**src/rtl/fetch_pc_unit_if.sv**
```systemverilog
// ID-stage redirect bundle and fetch status for the IF-stage PC unit.
// The pipeline side drives decisions (master); the PC unit answers with fetch state (slave).
interface fetch_pc_unit_if;
   logic        stall;
   logic        cmp_out;
   logic        branch_id;
   logic        jump_id;
   logic        jr_id;
   logic [31:0] pc_id;
   logic [15:0] imm16;
   logic [25:0] index26;
   logic [31:0] jr_target;

   logic [31:0] pc;
   logic        redirect;
   logic        fetch_fault;
   logic        ctrl_conflict;
   logic [31:0] br_total;
   logic [31:0] br_taken;

   modport master (
      output stall, cmp_out, branch_id, jump_id, jr_id, pc_id, imm16, index26, jr_target,
      input  pc, redirect, fetch_fault, ctrl_conflict, br_total, br_taken
   );

   modport slave (
      input  stall, cmp_out, branch_id, jump_id, jr_id, pc_id, imm16, index26, jr_target,
      output pc, redirect, fetch_fault, ctrl_conflict, br_total, br_taken
   );
endinterface

```
**src/rtl/fetch_pc_unit.sv**
```systemverilog
// IF-stage program counter with one-delay-slot redirect from ID, stall handling,
// fetch-address fault flag and saturating branch statistics.
module fetch_pc_unit #(
   parameter logic [31:0] RESET_PC   = 32'h0000_3000,
   parameter logic [31:0] IMEM_BASE  = 32'h0000_3000,
   parameter int unsigned IMEM_WORDS = 4096
) (
   input  logic             clk,
   input  logic             reset,
   fetch_pc_unit_if.slave   bus
);

   // One past the last legal byte address; 33 bits so a top-of-space memory cannot wrap.
   localparam logic [32:0] IMEM_END = {1'b0, IMEM_BASE} + (33'(IMEM_WORDS) << 2);

   typedef enum logic [1:0] {BOOT, RUN, STALL} state_t;

   state_t      state_q, state_d;
   logic [31:0] pc_q;
   logic        redirect_q;
   logic        fault_q;
   logic        conflict_q;
   logic [31:0] br_total_q;
   logic [31:0] br_taken_q;

   logic        upd;
   logic [31:0] next_pc;
   logic        take_target;
   logic        fault_d;
   logic        conflict_d;
   logic        br_hit;
   logic [31:0] br_offset;

   assign br_offset = {{14{bus.imm16[15]}}, bus.imm16, 2'b00};

   // NOTE: every always_comb output gets a default first, so no path can infer a latch.
   always_comb begin
      state_d = state_q;
      upd     = 1'b0;
      unique case (state_q)
         BOOT:  state_d = RUN;
         RUN: begin
            if (bus.stall) state_d = STALL;
            else           upd     = 1'b1;
         end
         STALL: begin
            if (!bus.stall) begin
               state_d = RUN;
               upd     = 1'b1;
            end
         end
         default: state_d = BOOT;
      endcase
   end

   always_comb begin
      next_pc     = pc_q + 32'd4;
      take_target = 1'b1;
      br_hit      = bus.branch_id && bus.cmp_out;
      if (bus.jr_id)        next_pc = bus.jr_target;
      else if (bus.jump_id) next_pc = {bus.pc_id[31:28], bus.index26, 2'b00};
      else if (br_hit)      next_pc = bus.pc_id + 32'd4 + br_offset;
      else                  take_target = 1'b0;

      fault_d    = (next_pc[1:0] != 2'b00) || (next_pc < IMEM_BASE) ||
                   ({1'b0, next_pc} >= IMEM_END);
      conflict_d = (bus.branch_id && bus.jump_id) || (bus.branch_id && bus.jr_id) ||
                   (bus.jump_id && bus.jr_id);
   end

   // NOTE: clocked state uses non-blocking assignments so all registers see pre-edge values.
   always_ff @(posedge clk) begin
      if (!reset) state_q <= BOOT;
      else        state_q <= state_d;
   end

   always_ff @(posedge clk) begin
      if (!reset) begin
         pc_q       <= RESET_PC;
         redirect_q <= 1'b0;
         fault_q    <= 1'b0;
         conflict_q <= 1'b0;
         br_total_q <= '0;
         br_taken_q <= '0;
      end else if (upd) begin
         pc_q       <= next_pc;
         redirect_q <= take_target;
         fault_q    <= fault_d;
         if (conflict_d) conflict_q <= 1'b1;
         if (bus.branch_id && br_total_q != '1) br_total_q <= br_total_q + 32'd1;
         // A jump or jr in the same slot wins the redirect, so the branch is not counted taken.
         if (br_hit && !bus.jr_id && !bus.jump_id && br_taken_q != '1)
            br_taken_q <= br_taken_q + 32'd1;
      end else begin
         redirect_q <= 1'b0;
      end
   end

   assign bus.pc            = pc_q;
   assign bus.redirect      = redirect_q;
   assign bus.fetch_fault   = fault_q;
   assign bus.ctrl_conflict = conflict_q;
   assign bus.br_total      = br_total_q;
   assign bus.br_taken      = br_taken_q;

endmodule

```
**src/flat_wrapper.sv**
```systemverilog
// flat-port wrapper written by rule: the top's interface ports become plain ports
module fetch_pc_unit_flat 
#(
   parameter logic [31:0] RESET_PC   = 32'h0000_3000,
   parameter logic [31:0] IMEM_BASE  = 32'h0000_3000,
   parameter int unsigned IMEM_WORDS = 4096
)
  (clk, reset, bus_stall, bus_cmp_out, bus_branch_id, bus_jump_id, bus_jr_id, bus_pc_id, bus_imm16, bus_index26, bus_jr_target, bus_pc, bus_redirect, bus_fetch_fault, bus_ctrl_conflict, bus_br_total, bus_br_taken);
  fetch_pc_unit_if bus_i ();
  input  logic clk;
  input  logic reset;
  input wire logic [$bits(bus_i.stall)-1:0] bus_stall;
  input wire logic [$bits(bus_i.cmp_out)-1:0] bus_cmp_out;
  input wire logic [$bits(bus_i.branch_id)-1:0] bus_branch_id;
  input wire logic [$bits(bus_i.jump_id)-1:0] bus_jump_id;
  input wire logic [$bits(bus_i.jr_id)-1:0] bus_jr_id;
  input wire logic [$bits(bus_i.pc_id)-1:0] bus_pc_id;
  input wire logic [$bits(bus_i.imm16)-1:0] bus_imm16;
  input wire logic [$bits(bus_i.index26)-1:0] bus_index26;
  input wire logic [$bits(bus_i.jr_target)-1:0] bus_jr_target;
  output wire logic [$bits(bus_i.pc)-1:0] bus_pc;
  output wire logic [$bits(bus_i.redirect)-1:0] bus_redirect;
  output wire logic [$bits(bus_i.fetch_fault)-1:0] bus_fetch_fault;
  output wire logic [$bits(bus_i.ctrl_conflict)-1:0] bus_ctrl_conflict;
  output wire logic [$bits(bus_i.br_total)-1:0] bus_br_total;
  output wire logic [$bits(bus_i.br_taken)-1:0] bus_br_taken;
  assign bus_i.stall = bus_stall;
  assign bus_i.cmp_out = bus_cmp_out;
  assign bus_i.branch_id = bus_branch_id;
  assign bus_i.jump_id = bus_jump_id;
  assign bus_i.jr_id = bus_jr_id;
  assign bus_i.pc_id = bus_pc_id;
  assign bus_i.imm16 = bus_imm16;
  assign bus_i.index26 = bus_index26;
  assign bus_i.jr_target = bus_jr_target;
  assign bus_pc = bus_i.pc;
  assign bus_redirect = bus_i.redirect;
  assign bus_fetch_fault = bus_i.fetch_fault;
  assign bus_ctrl_conflict = bus_i.ctrl_conflict;
  assign bus_br_total = bus_i.br_total;
  assign bus_br_taken = bus_i.br_taken;
  fetch_pc_unit #(.RESET_PC(RESET_PC), .IMEM_BASE(IMEM_BASE), .IMEM_WORDS(IMEM_WORDS)) u_core (.clk(clk), .reset(reset), .bus(bus_i));
endmodule
```
**config.mk**
```make
export PLATFORM = sky130hd
export DESIGN_NAME = fetch_pc_unit_flat
export DESIGN_NICKNAME = d
export VERILOG_FILES = /design/src/rtl/fetch_pc_unit_if.sv /design/src/rtl/fetch_pc_unit.sv /design/src/flat_wrapper.sv
export SDC_FILE = /design/constraint.sdc
export NUM_CORES = 1
export LEC_CHECK = 0
export CORE_AREA = 4 4 133 122
export DETAILED_ROUTE_END_ITERATION = 8
export DIE_AREA = 0 0 137 126
export PLACE_DENSITY = 0.87
export SYNTH_ARGS = -nofsm -noshare
export SYNTH_HDL_FRONTEND = slang
export SYNTH_SLANG_ARGS = --single-unit
export TNS_END_PERCENT = 1
```
**constraint.sdc**
```tcl
create_clock -name clk -period 6.2 [get_ports clk]
set_input_delay 1.86 -clock clk [delete_from_list [all_inputs] [get_ports clk]]
set_output_delay 1.86 -clock clk [all_outputs]
set_load 0.01 [all_outputs]
```
* Word-level counts from Yosys, hierarchy flattened
Cells that the tools add are included.
** Storage, ports and cells
- Bits in registers :: 101
- ROM bits :: 0
- Input port bits :: 113
- Memories :: 0
- Output and inout port bits :: 99
- RAM bits :: 0
- Bits in latches :: 0
- Word-level logic and storage cells :: 53
** Cells by class
- Muxes and demuxes :: 11
- Add/sub/neg operators :: 5
- Reductions and logical operators :: 22
- Divide/modulo/power cells :: 0
- Multiply operators :: 0
- Bitwise logic cells :: 0
- Eq/ne operators :: 6
- Shift operators :: 0
- Order comparisons :: 2
** Operators with widths (number)
- $mux 32 :: 3
- $add 32x1->32 const B :: 2
- $add 32x3->32 const B :: 2
- $ne 32x32->1 const B :: 2
- $add 32x32->32 :: 1
- $ge 32x15->1 const B :: 1
- $lt 32x14->1 const B :: 1
- $reduce_and 2->1 :: 5
- $logic_and 1x1->1 :: 8
- $pmux 2 s3 :: 1
- $mux 1 :: 5
- $logic_or 1x1->1 :: 4
- $mux 2 :: 2
- $ne 2x2->1 const B :: 2
- $eq 2x1->1 const B :: 1
- $eq 2x2->1 const B :: 1
- $logic_not 1->1 :: 2
- $logic_not 2->1 :: 1
- $reduce_bool 2->1 :: 1
- $reduce_or 2->1 :: 1

* Logic depth before layout (Yosys ltp)
- Depth in word-level cells :: 8
- Depth in mapped cells :: 16
- Gate-level depth less buffers :: 16

* Worst setup path before layout
Ideal clock, no wire load.
- Path kind :: input -> register
- Start :: input bus_imm16[15]
- End :: register u_core.fault_q (netlist: u_core.bus.fetch_fault)
- Arrival time :: 4.507 ns
- Required time :: 6.066 ns
- Stages on the path :: 13
- Setup time :: 0.134 ns
- Path slack :: 1.560 ns
- Path buffers :: 1
- Cells stage by stage :: ha_1 -> ha_1 -> clkbuf_1 -> a21oi_2 -> o211ai_1 -> a221o_1 -> o21a_1 -> a311o_1 -> a21oi_1 -> xnor2_1 -> nor4_1 -> a311oi_1 -> a31oi_1
** On the way
- Longest elaborated chain between the ends :: 7
- Elaborated cells on any way between the ends :: 8
- Those cells by class :: add/sub: 1; order compare: 2; mux: 3; reduce/logical: 2
** RTL lines
- start, declared :: line flat_wrapper.sv:18 : input wire logic [$bits(bus_i.imm16)-1:0] bus_imm16;
- $add 32x32->32 (*) :: line fetch_pc_unit.sv:62 : else if (br_hit) next_pc = bus.pc_id + 32'd4 + br_offset;
- $mux 32 (*) :: line fetch_pc_unit.sv:62
- $mux 32 (*) :: line fetch_pc_unit.sv:61 : else if (bus.jump_id) next_pc = {bus.pc_id[31:28], bus.index26, 2'b00};
- $mux 32 (*) :: line fetch_pc_unit.sv:60 : if (bus.jr_id) next_pc = bus.jr_target;
- $lt 32x14->1 :: line fetch_pc_unit.sv:65 : fault_d = (next_pc[1:0] != 2'b00) || (next_pc < IMEM_BASE) ||
- $logic_or 1x1->1 :: line fetch_pc_unit.sv:65
- $logic_or 1x1->1 (*) :: line fetch_pc_unit.sv:65
- end signal, assigned :: line fetch_pc_unit.sv:88 : fault_q <= fault_d;
- end, declared :: line fetch_pc_unit.sv:21 : logic fault_q;
Mark *: on every way between the ends. The rest lies on a longest branch, timed or not.
A chain may end at the register's enable or synchronous reset.

* Final worst setup path
- Start :: input bus_imm16[5]
- End :: register u_core.fault_q (netlist: u_core.bus.fetch_fault)
Same word-level chain as after synthesis.

==> results.md <==
- Worst skew pair latency: 0.35 ns
- PD cells: 181 mW/mm2
- Crit. End Element: register
- Worst path slowest cell: a2111oi_0
- Switch share: 32.7%
- Synth Area per Inst: 7.96 um2
- Data arrival, critical path: 5.67 ns
- WP data required: 6.41 ns
- Power Total: 0.00190 W
- Clock Power Share: 30.1%
- CTS Hold Bufs: 0
- Clock Skews: 0.0103 ns
- Pleak: 4.14 nW
- Crit-path max FO: 4
- Asr flop ratio synth: 0%
- Die Ht: 126 um
- # DRC: 0
- Final hold viol count: 0
- Synth top area share: 25.6%
- Number of synthesized flops with an enable pin: 0
- Vias in the first global route: 8049
- Nets@finish: 1358
- Chip Width: 137 um
- Predominant post-synthesis flop cell: dfxtp_1
- Syn Nets: 1167
- Total Routed Length: 25400 um
- Final worst path period share: 88.1%
- DR iter-0 viols: 517
- Final min period: 5.46 ns
- Synth top area cells: dfxtp_1 (26%), ha_1 (10%), xnor2_1 (8.0%)
- Initial antenna violation count: 0
- Total track usage: 29.0%
- RSZ-0062 raised after global routing: no
- Die area: 0.0173 mm2
- Worst-path clk slew: 0.08 ns
- Clock sinks: 101
- Top-Level Pins: 212
- Crit start category: primary input
- Synth unique cells: 77
- Commonest non-fill, non-tap cell in the layout: clkdlybuf4s50_1
- Wire length per cell: 18.3 um
- Metal3 WL: 2200 um
- Post-DP HPWL: 19900 um
- Max VDD drop: 0.000131 V
- Critical path class: primary input to register
- Grt total ovfl: 0
- # resized after CTS: 0
- Synthesized area: 0.00788 mm2
- Pre-CTS WS: 0.590 ns
- Reg-to-reg setup timing slack: 2.60 ns
- Postcts setup bufs: 0
- CTS tree: done
- Worst stage delay on the critical path: 0.81 ns
- Starting Density: 53.6%
- Post-synth top area cell: dfxtp_1
- Area Growth Syn to Fin: 32.8%
- Antenna viol nets, final: 0
- Yosys warns: 0
- WL met1: 10500 um
- Combinational power share: 31.6%
- Layout Cells excl Fill: 1384
- CTS buffer count: 9
- Core area: 0.0147 mm2
- Slew headroom: 41.6%
- Slew Limit Fails: 0
- Longest Clk Path Bufs: 2
- NetSw: 0.000621 W
- Via count: 8239
- Layout cells sized above 1: 4.38%
- Row count: 42
- Post-route setup TNS: 0 ns
- ANT cells: 0
- Worst-Margin Slew: 0.864 ns
- CP delay by family, top: compound AO/OA/AOI/OAI gates
- Placed instance count: 1368
- Largest net degree at the start of global routing: 59
- Port buffer count: 211
- Crit-path cells: clkdlybuf4s50_1, ha_1, ha_1, o211ai_1, o211ai_1, nand3_1, a2111oi_0, or3_1, o211ai_1, nor4_1, nand4_1, nor4b_2, a31oi_1
- Root Buffer Master: clkbuf_16
- First-pass GRT wire length: 40500 um
- Worst path most repeated cell: o211ai_1
- Synth Instances: 990
- Most frequent cells in the layout: clkdlybuf4s50_1 (210), nand2_1 (115), dfxtp_1 (101), xnor2_1 (72)
- Met2 Routed Length: 11700 um
- Power Internal: 0.00128 W
- Sequential fraction of the synthesis area: 25.6%
- DR top layer: met4
- Seq pwr share: 38.2%
- Status: completed
- Routability cong.: 0.992
- Synthesized flop and latch total: 101
- Worst setup margin: 0.739 ns
- Total iterations of the first detailed-routing run: 5
- H-tree depth: 3
- Fmax: 0.183 GHz
- Setup violators final: 0
- FILL cells: 1230
- Max cap viols: 0
- Vias per cell: 5.95
- CP bufs+invs: 1
- Worst Hold Class: register to register
sequential cells by signal, summed over array words and instances (netlist names):
signal and count:
u_core.state_q 2, u_core.bus.pc 32, u_core.bus.ctrl_conflict 1, u_core.bus.fetch_fault 1, u_core.bus.redirect 1, u_core.bus.br_taken 32, u_core.bus.br_total 32
per-stage QoR:
step	hold WS (ns)	cell area (um2)	util, %
2_1_floorplan	0.474	7880	-
3_3_place_gp	0.448	10200	69.1
3_5_place_dp	0.471	10200	69.1
4_1_cts	0.493	10500	71.2
5_1_grt	0.511	10500	71.2
6_report	0.493	10500	71.2
kinds of logic (layout without fill, tap and decap cells):
family | count (synthesis) | after routing | synth area share, %
and+or+nand+nor | 409 | 409 | 27.9
AOI/OAI and AO/OA | 229 | 229 | 19.9
xor gates and xnor gates | 104 | 104 | 11.6
DFF | 101 | 101 | 25.6
buffers and inverters | 76 | 272 | 3.79
adders and majority gates | 64 | 64 | 10.3
muxes | 7 | 7 | 0.889
cell type report:
type / count / area, um2 / share of cell area [%]
multi-input cells: 813 / 5570 / 53.2
repair buffers: 226 / 2220 / 21.2
flip-flops and latches: 101 / 2020 / 19.3
well taps: 198 / 248 / 2.37
clock buffers: 10 / 229 / 2.19
inverters: 30 / 113 / 1.08
clock inverters: 6 / 70.1 / 0.669
path summary, 6_finish.rpt:
kind                            depth (start not counted)                     start                        to
worst max-delay path                                   13              bus_imm16[5]    u_core.bus.fetch_fault
worst min-delay path                                    1  u_core.bus.ctrl_conflict  u_core.bus.ctrl_conflict
worst min register to register                          1  u_core.bus.ctrl_conflict  u_core.bus.ctrl_conflict
worst max register to register                         11          u_core.bus.pc[2]    u_core.bus.fetch_fault
cells in the mapped netlist, types with 14 or more instances:
master    instances
o21ai_0          42
and4_1           15
a21oi_1          49
and3_1           16
nand2_1         115
xor2_1           32
o211ai_1         29
xnor2_1          72
nand3_1          32
and2_1           63
inv_1            30
o21a_1           14
ha_1             63
clkbuf_1         39
dfxtp_1         101
nor2_1           62
nand4_1          32
layer usage:
metal  vias to the layer above  GRT usage, %
li1                       3955             -
met5                         -             0
met3                        63          7.10
met2                       360          46.6
met4                         0          12.0
met1                      3861          36.9
power by group through the flow:
| stage | Sequential [W] | Combinational [W] | Clock (W) |
|---|---|---|---|
| CTS | 0.000724 | 0.000595 | 0.000579 |
| global placement | 0.000738 | 0.000588 | 0 |
| detailed placement | 0.000739 | 0.000591 | 0 |
| global route | 0.000731 | 0.000656 | 0.000606 |
| finish | 0.000726 | 0.000601 | 0.000573 |
| floorplan | 0.000742 | 0.000334 | 0 |
(Power assumes the default switching activity.)
